==> config.mk <==
export PLATFORM = sky130hd
export DESIGN_NAME = mac_window_seq
export DESIGN_NICKNAME = d
export VERILOG_FILES = /design/src/rtl/mac_window_seq.sv
export SDC_FILE = /design/constraint.sdc
export NUM_CORES = 1
export LEC_CHECK = 0
export CORE_MARGIN = 8
export CORE_UTILIZATION = 47
export CTS_CLUSTER_DIAMETER = 50
export DETAILED_ROUTE_END_ITERATION = 8
export PLACE_DENSITY = 0.81
export SLEW_MARGIN = 20
export SYNTH_ARGS = -nofsm -noshare
export SYNTH_HDL_FRONTEND = slang
export SYNTH_SLANG_ARGS = --single-unit
==> constraint.sdc <==
create_clock -name clk -period 5.5 [get_ports clk]
set_clock_uncertainty 0.2 [all_clocks]
set_input_delay 1.1 -clock clk [delete_from_list [all_inputs] [get_ports clk]]
set_output_delay 1.1 -clock clk [all_outputs]
set_load 0.05 [all_outputs]
==> src/rtl/mac_window_seq.sv <==
// ---------------------------------------------------------------------------
// mac_window_seq
//
// Purpose:
//   Producer/consumer controller for the dual-multiplier add/sub unit in the
//   CNN datapath. Operand beats arrive over a valid/ready stream and are
//   registered into the multiplier's a0/a1/b0/b1/addsub inputs. The
//   multiplier's result p is collected MULT_LAT ce-edges later and summed
//   into a signed accumulator. After BEATS products, the sum is rounded
//   (half up), arithmetically shifted right by SHIFT, saturated to OUT_W
//   bits and offered downstream over a second valid/ready stream.
//
// Ports:
//   clk, rst                 clock, synchronous active-high reset
//   s_valid / s_ready        operand beat handshake
//   s_a0, s_a1, s_b0, s_b1   beat operands (signed, DW bits)
//   s_sub                    0: a0*b0 + a1*b1, 1: a0*b0 - a1*b1
//   mul_ce                   multiplier clock enable
//   mul_a0 .. mul_b1         registered operands to the multiplier
//   mul_addsub               registered add/sub select to the multiplier
//   mul_p                    multiplier result (signed, PW bits)
//   m_valid / m_ready        window result handshake
//   m_data                   rounded, shifted, saturated window result
//   m_ovf                    m_data was clipped by saturation
//
// Build option:
//   MAC_WINDOW_RELU_EN  when defined, a negative rounded result is forced to
//                       zero before saturation, so m_ovf only flags positive
//                       clipping.
// ---------------------------------------------------------------------------
module mac_window_seq #(
    parameter int DW       = 16,
    parameter int PW       = 33,
    parameter int MULT_LAT = 3,
    parameter int BEATS    = 5,
    parameter int ACC_W    = 40,
    parameter int SHIFT    = 8,
    parameter int OUT_W    = 16
) (
    input  logic                clk,
    input  logic                rst,

    input  logic                s_valid,
    output logic                s_ready,
    input  logic [DW-1:0]       s_a0,
    input  logic [DW-1:0]       s_a1,
    input  logic [DW-1:0]       s_b0,
    input  logic [DW-1:0]       s_b1,
    input  logic                s_sub,

    output logic                mul_ce,
    output logic [DW-1:0]       mul_a0,
    output logic [DW-1:0]       mul_a1,
    output logic [DW-1:0]       mul_b0,
    output logic [DW-1:0]       mul_b1,
    output logic                mul_addsub,
    input  logic [PW-1:0]       mul_p,

    output logic                m_valid,
    input  logic                m_ready,
    output logic [OUT_W-1:0]    m_data,
    output logic                m_ovf
);

    localparam int CNT_W = (BEATS > 1) ? $clog2(BEATS) : 1;
    localparam logic [CNT_W-1:0] LAST_BEAT = CNT_W'(BEATS - 1);

    // Rounding constant 2^(SHIFT-1) and the signed output range, all held at
    // one bit wider than the accumulator so the rounding add cannot wrap.
    localparam logic signed [ACC_W:0] HALF    = {{ACC_W{1'b0}}, 1'b1} << (SHIFT - 1);
    localparam logic signed [ACC_W:0] OUT_MAX = {{(ACC_W - OUT_W + 2){1'b0}}, {(OUT_W - 1){1'b1}}};
    localparam logic signed [ACC_W:0] OUT_MIN = {{(ACC_W - OUT_W + 2){1'b1}}, {(OUT_W - 1){1'b0}}};

    logic                       stall;
    logic                       ce;
    logic                       accept;
    logic [CNT_W-1:0]           beat_cnt;

    // Tag pipeline: one entry per ce edge. When a valid tag reaches the top
    // stage, mul_p holds the product of that beat.
    logic [MULT_LAT:0]          tag_valid;
    logic [MULT_LAT:0]          tag_last;

    logic signed [ACC_W-1:0]    acc;
    logic signed [ACC_W-1:0]    p_ext;
    logic signed [ACC_W-1:0]    acc_next;
    logic signed [ACC_W:0]      rnd_sum;
    logic signed [ACC_W:0]      rnd_val;
    logic [OUT_W-1:0]           sat_data;
    logic                       sat_ovf;

    // A result waiting on a busy consumer freezes the whole pipe, including
    // the multiplier, so no product can be lost while the output is held.
    assign stall   = m_valid && !m_ready;
    assign ce      = !stall && !rst;
    assign mul_ce  = ce;
    assign s_ready = ce;
    assign accept  = s_valid && s_ready;

    // Accumulate path and output formatting for a possible window end.
    always_comb begin
        p_ext    = ACC_W'($signed(mul_p));
        acc_next = acc + p_ext;
        rnd_sum  = (ACC_W + 1)'(acc_next) + HALF;
        rnd_val  = rnd_sum >>> SHIFT;
`ifdef MAC_WINDOW_RELU_EN
        if (rnd_val[ACC_W]) begin
            rnd_val = '0;
        end
`endif
        sat_data = rnd_val[OUT_W-1:0];
        sat_ovf  = 1'b0;
        if (rnd_val > OUT_MAX) begin
            sat_data = OUT_MAX[OUT_W-1:0];
            sat_ovf  = 1'b1;
        end else if (rnd_val < OUT_MIN) begin
            sat_data = OUT_MIN[OUT_W-1:0];
            sat_ovf  = 1'b1;
        end
    end

    // Operand registers, beat counter and tag pipeline. Everything advances
    // only on ce edges; mul_* keep their old value when no beat is accepted.
    always_ff @(posedge clk) begin
        if (rst) begin
            mul_a0     <= '0;
            mul_a1     <= '0;
            mul_b0     <= '0;
            mul_b1     <= '0;
            mul_addsub <= 1'b0;
            beat_cnt   <= '0;
            tag_valid  <= '0;
            tag_last   <= '0;
        end else if (ce) begin
            if (accept) begin
                mul_a0     <= s_a0;
                mul_a1     <= s_a1;
                mul_b0     <= s_b0;
                mul_b1     <= s_b1;
                mul_addsub <= s_sub;
                beat_cnt   <= (beat_cnt == LAST_BEAT) ? '0 : beat_cnt + 1'b1;
            end
            tag_valid[0] <= accept;
            tag_last[0]  <= accept && (beat_cnt == LAST_BEAT);
            for (int i = 1; i <= MULT_LAT; i++) begin
                tag_valid[i] <= tag_valid[i-1];
                tag_last[i]  <= tag_last[i-1];
            end
        end
    end

    // Accumulator and output register. A window ending on the same edge the
    // previous result is taken reloads m_data with m_valid kept high, so
    // back-to-back windows leave no bubble.
    always_ff @(posedge clk) begin
        if (rst) begin
            acc     <= '0;
            m_valid <= 1'b0;
            m_data  <= '0;
            m_ovf   <= 1'b0;
        end else if (ce) begin
            if (m_valid && m_ready) begin
                m_valid <= 1'b0;
            end
            if (tag_valid[MULT_LAT]) begin
                if (tag_last[MULT_LAT]) begin
                    acc     <= '0;
                    m_data  <= sat_data;
                    m_ovf   <= sat_ovf;
                    m_valid <= 1'b1;
                end else begin
                    acc <= acc_next;
                end
            end
        end
    end

endmodule

==> reports/results.txt <==
drt pass-1 iters - 7
setup TNS - 0 ps
most common cell after layout, fill and taps aside - buf_4
via count - 10010
CTS Hold Bufs - 0
die area - 0.02313 mm2
gr usage total - 26.75%
final hold viol count - 0
Setup Viol. Count Final - 0
drt wl/cell - 19.03 um
placed cells - 1682
largest fanout on the critical path - 8
main area contributors after synthesis - dfxtp_1 31%, nand2_1 8.8%, ha_1 6.0%
leakage - 5.625 nW
hold_ws - 248.7 ps
CP delay by family, top - simple AND/OR/NAND/NOR gates
Max-slew headroom - 35.24%
area delta synth->final - 53.69%
Cell variety after synth - 83
core area - 0.01809 mm2
dpl ws - -545.8 ps
initial drt markers - 704
Async S/R FF share, synth - 0%
worst reg2reg path depth - 19
detailed-placement wirelength estimate - 23990 um
slowest stage delay, CP - 580 ps
pin count of the biggest net entering global routing - 72
final wirelength - 32820 um
startpoint types - primary input
kind of end point of the critical path - register
Final Core Density - 73.95%
diodes inserted - 0
R2R Path End - m_data[2]$_SDFFE_PP0P_
fin cells - 1725
Nets - 1628
outcome - complete, no violations
storage element area - 0.002683 mm2
flop2flop setup slack - 590 ps
Yosys top cell by area - dfxtp_1
I/O pins - 187
data arrival time of the worst path - 5540 ps
Req. time, crit path - 5570 ps
synthesized cell area - 0.008702 mm2
Syn Inst Count - 1123
Ys Warns - 0
Die Ht - 152.1 um
GPL Wtd Cong - 0.9764
number of port buffers - 186
reg2reg start - acc[0]$_SDFFE_PP0P_
Synth top area share - 30.83%
Worst-Skew Late Latency - 430 ps
crit path from - mul_p[5]
starting density of the core - 48.11%
syn nets - 1268
DR vias/cell - 5.801
CTS clk-pin slew, worst paths - 60 ps
final worst-path cycle share - 99.42%
crit-path cells - clkdlybuf4s50_1 -> ha_4 -> nand4_1 -> nor2_1 -> nor2_1 -> o31ai_1 -> xor2_1 -> nand4_1 -> or4_4 -> or3_4 -> nor4_4 -> xnor2_1 -> and4_1 -> nand3_2 -> a21oi_4 -> buf_4 -> buf_12 -> a211oi_1
worst-margin pin slew - 967.9 ps
total power - 2.860 mW
grt ovf - 0
Placement Cell Area - 0.01221 mm2
min Tclk post-route - 5468 ps
Multi-input gate area - 0.006063 mm2
Max IR drop VDD - 0.2205 mV
Pwr Density - 213.9 mW/mm2
Worst Setup EP - m_data[2]$_SDFFE_PP0P_
HP Class - reg2reg
commonest cells after routing, fill and taps aside - 225 x buf_4, 202 x nand2_1, 173 x clkdlybuf4s50_1
total clock sinks - 134
initial antenna violation count - 0
Die Wd - 152.1 um
Clock Tree Buf Depth - 2
WP buf/inv - 3
Post-synth EDFFs - 0
Final Cell Area - 0.01337 mm2
Yosys reg bits - 134
Filler cells - 1297
syn_area_per_cell - 7.749 um2
post-route ant nets - 0
crit path kind - in2reg
sequential share of the synthesized area - 30.83%
CTS tree - yes
Max Slew Vio Count - 0
CTS H-tree depth - 4
max-capacitance violation count - 0
Root Driver - clkbuf_16
slowest CP cell - or4_4
Top FF cell, synth - dfxtp_1
num rows - 49
fmax - 182.9 MHz
PnR worst setup slack - 31.65 ps
TritonCTS buffer count - 17
layout cells sized above 1 - 24.33%
Levels on crit path - 18
DRC violations left - 0
vias in the first global route - 9842
first-pass GRT wire length - 51010 um
[flip-flops by register name, summed over array words and instances, names as in the netlist]
name	flops
acc	40
beat_cnt	3
m_data	16
m_ovf	1
m_valid	1
mul_a0	16
mul_a1	16
mul_addsub	1
mul_b0	16
mul_b1	16
tag_last	4
tag_valid	4
[power by group]
part           internal [mW]  total (mW)  switching (mW)
clock network          0.694        1.19           0.494
logic                  0.281       0.642           0.362
registers               1.01        1.03          0.0208
[layout make-up]
cell class	instances	area share [%]
clock buffer	18	3.284
tap	229	2.142
sequential	134	20.06
clock inverter	14	1.226
inverter	13	0.3649
multi-input combinational	901	45.34
timing repair buffer	416	27.59
[layer usage]
layer / routed length, um / GRT usage (%)
met1: 13120 / 31.10
met2: 16180 / 46.33
met3: 1964 / 5.729
met4: 1555 / 12.28
met5: 0 / 0
[worst min-delay path: stages, from the launching register on]
cell	delay (ps)
dfxtp_1	310
nand2_1	50
nand2_1	40
[cell families after synthesis]
| family | Yosys count | share of synthesized area, % |
|---|---|---|
| mux | 5 | 0.6039 |
| compound gates | 267 | 21.98 |
| xor+xnor | 51 | 5.219 |
| simple gates | 535 | 30.58 |
| flops | 134 | 30.83 |
| buf+inv | 88 | 4.515 |
| fa+ha+maj | 43 | 6.269 |
[synthesized netlist by cell type (7+ instances only)]
library cell,n
xnor2_1,31
and3_1,7
clkbuf_1,55
inv_1,13
or3_1,8
nor3_1,31
nand3_1,18
and2_1,12
buf_2,8
nand2_1,204
dfxtp_1,134
nor2_1,111
a21o_1,11
ha_1,42
xor2_1,19
nand3b_1,70
a22oi_1,34
nand4_1,31
o21ai_0,33
o21ai_1,16
nor4_1,9
a211oi_2,10
a211oi_1,12
a21oi_1,61
[worst min-delay path by stage]
stage | start | to | slack [ps] | depth (start not counted)
2_1_floorplan | tag_valid[0]$_SDFFE_PP0P_ | tag_valid[0]$_SDFFE_PP0P_ | 220 | 2
3_3_place_gp | tag_valid[0]$_SDFFE_PP0P_ | tag_valid[0]$_SDFFE_PP0P_ | 230 | 2
3_5_place_dp | tag_valid[0]$_SDFFE_PP0P_ | tag_valid[0]$_SDFFE_PP0P_ | 240 | 2
4_1_cts | tag_valid[0]$_SDFFE_PP0P_ | tag_valid[0]$_SDFFE_PP0P_ | 250 | 2
5_1_grt | tag_valid[0]$_SDFFE_PP0P_ | tag_valid[0]$_SDFFE_PP0P_ | 270 | 2
6_report | tag_valid[0]$_SDFFE_PP0P_ | tag_valid[0]$_SDFFE_PP0P_ | 250 | 2
[repair_timing]
action / CTS / global route
setup buffers: 5 / 5
endpoints found under the setup margin: 15 / 17
cloned: 1 / 0
pin swaps: 7 / 15
resized for setup: 14 / 75
(Power assumes the default switching activity.)
